### config.mk
export PLATFORM = sky130hd
export DESIGN_NAME = up_down_counter
export DESIGN_NICKNAME = d
export VERILOG_FILES = /design/src/rtl/up_down_counter_pkg.sv /design/src/rtl/up_down_counter_step.sv /design/src/rtl/up_down_counter.sv
export SDC_FILE = /design/constraint.sdc
export NUM_CORES = 1
export LEC_CHECK = 0
export ABC_AREA = 1
export BUFFER_PORTS_ARGS = -buffer_cell sky130_fd_sc_hd__buf_2
export CAP_MARGIN = 40
export CORE_AREA = 2 2 39 41
export DETAILED_ROUTE_END_ITERATION = 12
export DIE_AREA = 0 0 41 43
export SYNTH_ARGS = -nofsm -noshare
export SYNTH_HDL_FRONTEND = slang
export SYNTH_HIERARCHICAL = 1
export SYNTH_SLANG_ARGS = --single-unit
### constraint.sdc
create_clock -name clk -period 1.2 [get_ports clk]
set_input_delay 0.06 -clock clk [delete_from_list [all_inputs] [get_ports clk]]
set_output_delay 0.06 -clock clk [all_outputs]
set_load 0.02 [all_outputs]
### src/rtl/up_down_counter_pkg.sv
// Shared constants for the up/down counter: direction encoding, default width,
// and the full-scale helper used to derive the default terminal count.
package up_down_counter_pkg;

    localparam int unsigned DEFAULT_WIDTH = 4;

    localparam logic DIR_UP   = 1'b1;
    localparam logic DIR_DOWN = 1'b0;

    // Largest value representable in w bits; computed in 64 bits so w = 32 is safe.
    function automatic int unsigned full_scale(input int unsigned w);
        return 32'((64'd1 << w) - 64'd1);
    endfunction

endpackage

### src/rtl/up_down_counter_step.sv
// Combinational next-value logic: steps the count up or down modulo (MAX_VALUE+1).
module up_down_counter_step
    import up_down_counter_pkg::*;
#(
    parameter int unsigned WIDTH     = DEFAULT_WIDTH,
    parameter int unsigned MAX_VALUE = full_scale(WIDTH)
) (
    input  logic [WIDTH-1:0] i_count,
    input  logic             i_updown,
    output logic [WIDTH-1:0] o_count_next
);

    localparam logic [WIDTH-1:0] MaxVal = WIDTH'(MAX_VALUE);

    logic w_at_max;
    logic w_at_zero;
    logic w_out_of_range;

    assign w_at_max       = (i_count == MaxVal);
    assign w_at_zero      = (i_count == '0);
    assign w_out_of_range = (i_count > MaxVal);

    always_comb begin
        o_count_next = '0;
        // A value above the terminal count can only come from a fault; recover to 0.
        if (w_out_of_range) begin
            o_count_next = '0;
        end else if (i_updown == DIR_UP) begin
            o_count_next = w_at_max ? '0 : i_count + WIDTH'(1);
        end else begin
            o_count_next = w_at_zero ? MaxVal : i_count - WIDTH'(1);
        end
    end

endmodule

### src/rtl/up_down_counter.sv
// Up/down wrapping counter: a single state register with asynchronous active-low
// reset; the step logic lives in up_down_counter_step.
module up_down_counter
    import up_down_counter_pkg::*;
#(
    parameter int unsigned WIDTH     = DEFAULT_WIDTH,
    parameter int unsigned MAX_VALUE = full_scale(WIDTH)
) (
    input  logic             clk,
    input  logic             rst,
    input  logic             updown,
    output logic [WIDTH-1:0] count
);

    localparam longint unsigned FullScale = (64'd1 << WIDTH) - 64'd1;

    if (WIDTH < 1 || WIDTH > 32) begin : g_bad_width
        $error("up_down_counter: WIDTH=%0d outside 1..32", WIDTH);
    end

    if (MAX_VALUE < 1 || 64'(MAX_VALUE) > FullScale) begin : g_bad_max
        $error("up_down_counter: MAX_VALUE=%0d outside 1..2**WIDTH-1", MAX_VALUE);
    end

    logic [WIDTH-1:0] r_count;
    logic [WIDTH-1:0] w_count_next;

    up_down_counter_step #(
        .WIDTH    (WIDTH),
        .MAX_VALUE(MAX_VALUE)
    ) u_step (
        .i_count     (r_count),
        .i_updown    (updown),
        .o_count_next(w_count_next)
    );

    always_ff @(posedge clk or negedge rst) begin
        if (!rst) begin
            r_count <= '0;
        end else begin
            r_count <= w_count_next;
        end
    end

    assign count = r_count;

endmodule

After elaboration in Yosys (flattened, before gate mapping)
Cells that the tools add are included.
{"block": "totals", "register_bits": 4, "word_cells": 10}
{"block": "op_classes", "add_sub_neg": 2, "order_cmp": 1, "eq_ne": 1, "muxes": 4, "reduce_logical": 1}
{"cell": "$mux 4", "n": 4}
{"cell": "$add 4x1->4 const B", "n": 1}
{"cell": "$eq 4x4->1 const B", "n": 1}
{"cell": "$gt 4x4->1 const B", "n": 1}
{"cell": "$logic_not 4->1", "n": 1}
{"cell": "$sub 4x1->4 const B", "n": 1}

Longest topological paths before layout
Gate-level depths: netlist (run 1).
{"block": "logic_depth", "depth_word": 4, "ltp_mapped": 6, "depth_no_buf": 6}

By module
Netlist (run 1), hierarchy kept.
{"mod": "up_down_counter_step", "instances": 1, "cells_each": 30, "area_each_um2": 156.4}
{"mod": "up_down_counter", "instances": 1, "cells_each": 4, "area_each_um2": 100.1}

Least setup slack after synthesis (run 1)
OpenSTA, ideal clock, no wires.
{"block": "synth_timing", "path_type": "flip-flop to flip-flop", "startpoint": "register r_count[0] (netlist: count[0])", "endpoint": "register r_count[3] (netlist: count[3])", "setup_ps": 118, "t_arrival_ps": 1137, "required_ps": 1082, "setup_slack_ps": -54, "stages_incl_launch_ff": 7, "path_buffers": 0, "path_cell_list": "dfrtp_1 -> inv_1 -> ha_1 -> a21oi_2 -> nand2_1 -> nand3_1 -> nand2_1"}
{"block": "synth_between", "elab_chain_cells": 4}
{"element": "start, declared", "line_no": "up_down_counter.sv:25", "rtl": "logic [WIDTH-1:0] r_count;"}
{"element": "start signal, assigned", "line_no": "up_down_counter.sv:41", "rtl": "r_count <= w_count_next;"}
{"element": "$sub 4x1->4, or another cell as far along", "line_no": "up_down_counter_step.sv:31", "rtl": "o_count_next = w_at_zero ? MaxVal : i_count - WIDTH'(1);"}
{"element": "$mux 4, on equally long branches", "line_no": "up_down_counter_step.sv:31, up_down_counter_step.sv:29"}
{"element": "$mux 4", "line_no": "up_down_counter_step.sv:28", "rtl": "end else if (i_updown == DIR_UP) begin"}
{"element": "$mux 4 *", "line_no": "up_down_counter_step.sv:26", "rtl": "if (w_out_of_range) begin"}
{"element": "net w_count_next[3]", "line_no": "up_down_counter.sv:26", "rtl": "logic [WIDTH-1:0] w_count_next;"}
Mark *: on every way through the listed nets, which the timed path passes. The rest lies on a longest branch.

Worst setup path in the final report (run 1)
{"block": "layout_timing", "startpoint": "register r_count[1] (netlist: count[1])", "endpoint": "register r_count[3] (netlist: count[3])"}
Same word-level chain as after synthesis.

==> results of run 1 <==
[synthesized netlist by cell type]
master / n / area, um2
sky130_fd_sc_hd__inv_2: 1 / 3.75
sky130_fd_sc_hd__xor2_1: 1 / 8.76
sky130_fd_sc_hd__nor2_1: 1 / 3.75
sky130_fd_sc_hd__nand3_1: 5 / 25.0
sky130_fd_sc_hd__a21oi_2: 1 / 8.76
sky130_fd_sc_hd__a21oi_1: 2 / 10.0
sky130_fd_sc_hd__dfrtp_1: 4 / 100
sky130_fd_sc_hd__xnor2_1: 1 / 8.76
sky130_fd_sc_hd__nand4_1: 1 / 6.26
sky130_fd_sc_hd__nand2_1: 10 / 37.5
sky130_fd_sc_hd__ha_1: 2 / 25.0
sky130_fd_sc_hd__inv_1: 5 / 18.8
[final cells by class]
class	count	area share [%]
inverters	6	6.10
multi-input cells	24	36.9
flip-flops and latches	4	27.5
well taps	16	5.42
repair buffers	10	16.9
clock buffers	4	7.12
[logic make-up after synthesis]
kind of cell               Yosys count  synth area share [%]
buffers and inverters                6                  8.78
and+or+nand+nor                     17                  28.3
xor gates and xnor gates             2                  6.83
adders and majority gates            2                  9.75
AOI/OAI and AO/OA                    3                  7.32
DFF                                  4                  39.0
[layer usage]
layer	vias to the layer above	track usage (%)	routed length [um]
met5	-	0	0
met4	0	11.3	12
met3	2	1.57	36
met2	12	11.9	299
met1	112	10.0	307
li1	136	-	-
[worst paths after layout]
check                            to  slack (ns)  depth (start not counted)
setup / recovery           count[3]        0.09                          6
hold / removal             count[1]        0.04                          2
setup reg to reg           count[3]        0.09                          6
hold reg to reg            count[0]        0.50                          1
max in group asynchronous  count[3]        0.93                          2
min in group asynchronous  count[1]        0.14                          2
[metrics by stage]
stage | area (um2) | worst slack, ns | hold slack, ns | cells
floorplan | 258 | 0.0337 | -0.236 | 34
global placement | 323 | 0.0935 | -0.135 | 58
finish | 369 | 0.0937 | 0.0433 | 64
CTS | 359 | 0.0403 | 0.0328 | 63
global route | 369 | 0.0262 | 0.0561 | 64
detailed placement | 323 | 0.0648 | -0.132 | 58
[worst reg2reg max path: cells and delay by family (launching register included)]
family	cells	cell delay, ns
compound gates	1	0.12
buf+inv	1	0.07
fa+ha+maj	1	0.19
flops	1	0.41
simple gates	3	0.19
[report_power, final]
| group | internal (mW) | leakage [nW] | switching, mW |
|---|---|---|---|
| logic | 0.268 | 0.137 | 0.337 |
| clock network | 0.126 | 0.0150 | 0.0673 |
| registers | 0.212 | 0.0463 | 0.118 |
| total | 0.606 | 0.198 | 0.522 |
[timing repair]
item                                    in CTS  in global routing
setup buffers                                0                  1
resized for setup                            0                  1
endpoints found under the setup margin       0                  2
hold buffers                                 1                  0
hold endpoints to repair                     4                  0
==> results by stage, run 1 <==
Yosys:
- The number of standard cells after synthesis is 34.
- The flip-flop and latch count after synthesis is 4.
- For this run, the register share of the synthesized area comes to 39.0%.
- The number of nets handed over by synthesis was 39.
- The total of warnings raised by yosys is 6.
- In this run the cell area of the synthesized design comes to 256 um2.
- Each instance of the synthesized netlist takes up on average 7.54 um2.
- The distinct cell type count after synthesis is 12.

Route:
- The detailed router finished its first iteration with 10 violations.
- The count of TritonRoute iterations in the first routing pass is 4.
- The via count is 262.
- The final wirelength is 656 um.
- The routed wirelength normalized by instance count is 10.3 um.
- In this run the remaining antenna-violating nets after routing total 0.
- For this run, design rule violations remaining after detail routing come to 0.
- Using the TritonRoute via totals, the vias-per-cell ratio works out to 4.09.

Pwr:
- For this design the ratio of total power to cell area is 3060 nW/um2.
- For this design the static power due to leakage is 0.198 nW.
- The largest vdd supply drop is 0.771 mV.
- After layout, the design draws a total of 1.13 mW.

Worst setup path:
- The most critical setup path has its startpoint at count[1].
- On the worst path, the slowest cell contributes a delay of 0.41 ns.
- For the worst setup path, the data required time is 1.32 ns.
- The worst register-to-register path begins at count[1].
- Together, buffers and inverters on the worst path number 1.
- The cell family contributing the most delay on the critical path is flip-flops.
- The critical path goes through inv_1 -> ha_2 -> a21oi_2 -> nand2_1 -> nand3_1 -> nand2_1.
- The start-to-end type of the worst setup path is reg -> reg.
- The sort of element at the end of the critical path is a register.
- Of all nets on the critical path, the largest fanout is 4.
- The cell repeated most along the worst path is sky130_fd_sc_hd__nand2_1.
- STA classifies the critical path startpoint as a register.
- The largest individual stage delay along the critical path comes from the cell sky130_fd_sc_hd__dfrtp_1.
- The signal arrival time at the worst endpoint is 1.23 ns.

Min path:
- The startpoint identified for the worst hold timing path is updown.
- The path category of the worst min-delay check is in -> reg.

STA:
- The worst clock skew on the final layout is 0.0110 ns.
- The count of final max-slew check failures is 0.
- The worst path needs 1.11 ns of the cycle, external delays included.
- Setup repair after global routing left no endpoint under its margin.
- The hold violation total from the final report is 0.
- The final period utilization is 92.2%.
- At the pin with the least slew margin, the transition time is 0.260 ns.
- Summed over all failing endpoints, the final setup total negative slack is 0 ns.
- Static timing analysis puts the maximum clock frequency at 0.904 GHz.
- In this run the tightest slew margin relative to its limit is 82.7%.
- Setup violations remaining at the end of the flow were counted as 0.

Final layout:
- At the end of the flow, the number of nets in the layout was 54.
- In the layout the commonest cells are sky130_fd_sc_hd__nand2_1 (10), sky130_fd_sc_hd__buf_2 (6), sky130_fd_sc_hd__inv_1 (5), sky130_fd_sc_hd__nand3_1 (5).
- The share of cells above drive strength 1 is 33.3%.
- Leaving out fill and tap cells, the most frequent cell in the layout is sky130_fd_sc_hd__nand2_1.
- In the final layout, the multi-input gates occupy 136 um2.
- The utilization of the core after routing is 26.7%.
- The number of filler cells placed in the layout is 163.
- Across the whole layout, storage elements account for 101 um2.
- The area growth from synthesis to layout is 43.9%.
- The register with the most flip-flops in the layout has 4 of them.
- The number of antenna cells inserted is 0.

Floorplanning:
- The I/O pin count is 7.
- The core region is 1380 um2.
- The die outline width is 41 um.
- The number of rows created at floorplan is 14.
- The vertical die dimension is 43 um.
- The initial core utilization is 18.5%.
- The overall die area is 1760 um2.

Clock network:
- In this run the clock root is driven by a sky130_fd_sc_hd__clkbuf_4.
- The insertion delay to the later sink of the worst-skew pair is 0.25 ns.
- TritonCTS built the clock tree.
- The total CTS buffers is 3.
- The clock net in this run drives a total of 4 sinks.
- The maximum level of the CTS H-tree is 1.
- The maximum buffer depth of the clock tree is 2.
- The clock slew at the register clock pins of the worst setup and hold paths is 0.05 ns.

Run:
- The tool flagged a number of max-cap violations equal to 0.

Global route:
- The global-route wire length before repair is 1010 um.
- The overall track demand over capacity in global routing is 8.95%.
- Entering global routing, the biggest net connects 8 pins.
- The via count of the first global-routing pass was 276.
- For this run the aggregate overflow at the end of global routing stands at 0.
- The initial antenna violation count was 0.

Place:
- The number of port buffers is 6.
- The weighted congestion reported at the end of routability-driven placement is 0.805.
- The final HPWL from detailed placement is 428 um.

Run status:
- The flow ran to the end, and the final reports show no timing, DRC or antenna violations.
(Power assumes the default switching activity.)
==> inputs of run 2 (changes only) <==
- GPL_TIMING_DRIVEN: unset -> 0
==> results by stage, run 2 (synthesis gave the netlist of run 1 again) <==
Pwr:
- The largest vdd supply drop is 0.847 mV.
- The analysis attributes to net switching a power of 0.497 mW.
- The internal power summed over all cells is 0.584 mW.
- Per report_power, the clock group accounts for 17.5% of the total.
- The power per cell area is 2990 nW/um2.
- The leakage power summed over all cells is 0.194 nW.
- In this run switching power makes up 45.9% of total power.
- The share of total power dissipated in sequential elements is 30.5%.
- The share of total power dissipated in combinational logic is 52.0%.

STA:
- The final period utilization is 94.1%.
- Setup repair after global routing left no endpoint under its margin.
- Setup violations remaining at the end of the flow were counted as 0.
- The relative max-transition margin is 82.9%.
- The hold violation total from the final report is 0.
- The worst clock skew on the final layout is 0.0122 ns.
- At the pin with the least slew margin, the transition time is 0.257 ns.
- The total negative slack for setup checks is 0 ns.
- Static timing analysis puts the maximum clock frequency at 0.886 GHz.
- The final period demand of the worst path is 1.13 ns.
- The count of final max-slew check failures is 0.

Worst setup path:
- The gate family responsible for the most delay along the worst path is flip-flops.
- The worst setup path is captured at a register.
- The slowest library cell on the worst path is sky130_fd_sc_hd__dfrtp_2.
- The required arrival time at the worst endpoint is 1.35 ns.
- The cell repeated most along the worst path is sky130_fd_sc_hd__nand2_1.
- Along the worst path, the maximum fanout reaches 4.
- The critical path runs through a total of 5 cells.
- Traced cell by cell, the critical path runs through inv_1 -> ha_2 -> nand2_1 -> nand2_1 -> xor2_1.
- The category of the worst setup path launch point is a register.
- The number of cells on the worst reg-to-reg path is 5.
- The critical path is of the reg -> reg type.
- The signal arrival time at the worst endpoint is 1.28 ns.
- The number of buffers and inverters on the critical path is 1.
- The largest single stage delay on the critical path is 0.42 ns.

Place:
- The cell area after placement is 308 um2.
- The final HPWL from detailed placement is 387 um.
- The congestion estimate from routability-driven global placement came to 0.739.
- Port buffering added 6 buffers.

Global route:
- The initial antenna violation count is 0.
- Global routing used 8.15% of the available tracks across all layers.
- The via count of the first global-routing pass is 231.
- The first global-routing pass estimated 855 um of wire.
- The total overflow reported by the global router is 0.
- Entering global routing, the biggest net connects 8 pins.

Clock network:
- TritonCTS built the clock tree.
- The sink count of the clock tree is 4.
- At the later pin of the worst-skew pair, clock insertion delay measures 0.24 ns.
- The cell sitting at the root of the clock tree is a sky130_fd_sc_hd__clkbuf_4.
- The maximum buffer depth of the clock tree is 2.
- The clock slew at the register clock pins of the worst setup and hold paths is 0.05 ns.
- The total CTS buffers is 3.
- The maximum level of the CTS H-tree is 1.

Floorplanning:
- The initial utilization of the core area, before any placement, comes to 18.5%.
- The I/O pin count is 7.
- The overall die area is 1760 um2.
- The core footprint is 1380 um2.
- In this run the horizontal extent of the chip is 41 um.
- The initialized floorplan defines 14 standard-cell rows.
- The vertical die dimension is 43 um.

Route:
- The first TritonRoute pass finished after 5 iterations.
- After detailed routing, the average wire length per cell comes to 8.76 um.
- Using the TritonRoute via totals, the vias-per-cell ratio works out to 4.21.
- The final routed DRC violation total is 0.
- The count of routing violations after the opening detailed-route iteration is 9.
- The routed layout has 265 vias.
- The routed design has 552 um of wire.
- The remaining number of nets flagged by the antenna check after routing is 0.

Final layout:
- In the final design database the tool counted 53 nets.
- The number of filler cells placed in the layout is 157.
- The post-route standard cell area excluding fillers is 362 um2.
- The area used by multi-input combinational logic is 136 um2.
- From synthesis to final layout, the design area changed by 41.0%.
- The storage element area is 101 um2.
- The library cells used most frequently in the layout, excluding fill and tap cells, are sky130_fd_sc_hd__nand2_1 (10), sky130_fd_sc_hd__buf_2 (6), sky130_fd_sc_hd__inv_1 (5), sky130_fd_sc_hd__nand3_1 (5).
- The register with the most flip-flops in the layout has 4 of them.
- The share of cells above drive strength 1 is 31.9%.
- The number of antenna cells inserted is 0.
- Leaving out fill and tap cells, the most frequent cell in the layout is sky130_fd_sc_hd__nand2_1.

Min path:
- The worst hold path stage count is 2.
- The path category of the worst min-delay check is in -> reg.

Run:
- The max-cap check violation count is 0.

Run status:
- The run finished with clean final reports.
==> run 2: cell count changes in the layout (fill, tap and decap cells not counted), sizes merged <==
| cell | delta |
|---|---|
| buf | -1 |
==> run 2: per-stage QoR <==
| stage | setup WS [ns] | hold slack [ns] | std cells | power, mW | utilization [%] |
|---|---|---|---|---|---|
| after CTS | 0.0248 | 0.0481 | 61 | 1.03 | 24.9 |
| after floorplan | 0.0337 | -0.236 | 34 | 0.686 | - |
| after global placement | 0.0412 | -0.135 | 56 | 0.832 | 22.2 |
| after detailed placement | 0.0439 | -0.133 | 56 | 0.835 | 22.2 |
| after global routing | 0.00505 | 0.0583 | 63 | 1.17 | 26.1 |
| final | 0.0708 | 0.0464 | 63 | 1.08 | 26.1 |
==> run 2: metal layers <==
metal | track usage [%] | wire (um)
met5 | 0 | 0
met4 | 12.0 | 0
met3 | 3.14 | 27
met2 | 9.06 | 287
met1 | 9.06 | 237
==> run 2: path summary, 6_finish.rpt <==
path / to / startpoint / slack, ns
setup / recovery: count[2] / count[0] / 0.07
hold / removal: count[1] / updown / 0.05
setup reg to reg: count[2] / count[0] / 0.07
hold reg to reg: count[0] / count[0] / 0.59
max in group asynchronous: count[3] / rst / 0.93
min in group asynchronous: count[1] / rst / 0.14
==> run 2: power groups by stage <==
stage | Sequential (mW) | Clock (mW) | Combinational (mW)
after CTS | 0.338 | 0.195 | 0.499
after global placement | 0.344 | 0 | 0.488
after global routing | 0.337 | 0.203 | 0.627
final | 0.330 | 0.189 | 0.562
after detailed placement | 0.340 | 0 | 0.495
after floorplan | 0.399 | 0 | 0.287
==> run 2: worst reg2reg max path, cell delays in order (launching register included) <==
cell and delay [ns]:
sky130_fd_sc_hd__dfrtp_2 0.42, sky130_fd_sc_hd__inv_1 0.12, sky130_fd_sc_hd__ha_2 0.22, sky130_fd_sc_hd__nand2_1 0.07
sky130_fd_sc_hd__nand2_1 0.07, sky130_fd_sc_hd__xor2_1 0.13
==> run 2: repair_timing <==
item	CTS	global route
hold endpoints to repair	4	0
gates resized for setup	0	1
hold buffers	1	0
buffers inserted	0	2
setup endpoints to repair	0	3
==> run 2: cell type report <==
class	count	area share (%)
well taps	16	5.54
inverters	6	6.23
flip-flops and latches	4	28.0
multi-input cells	24	37.7
repair buffers	9	15.2
clock buffers	4	7.27
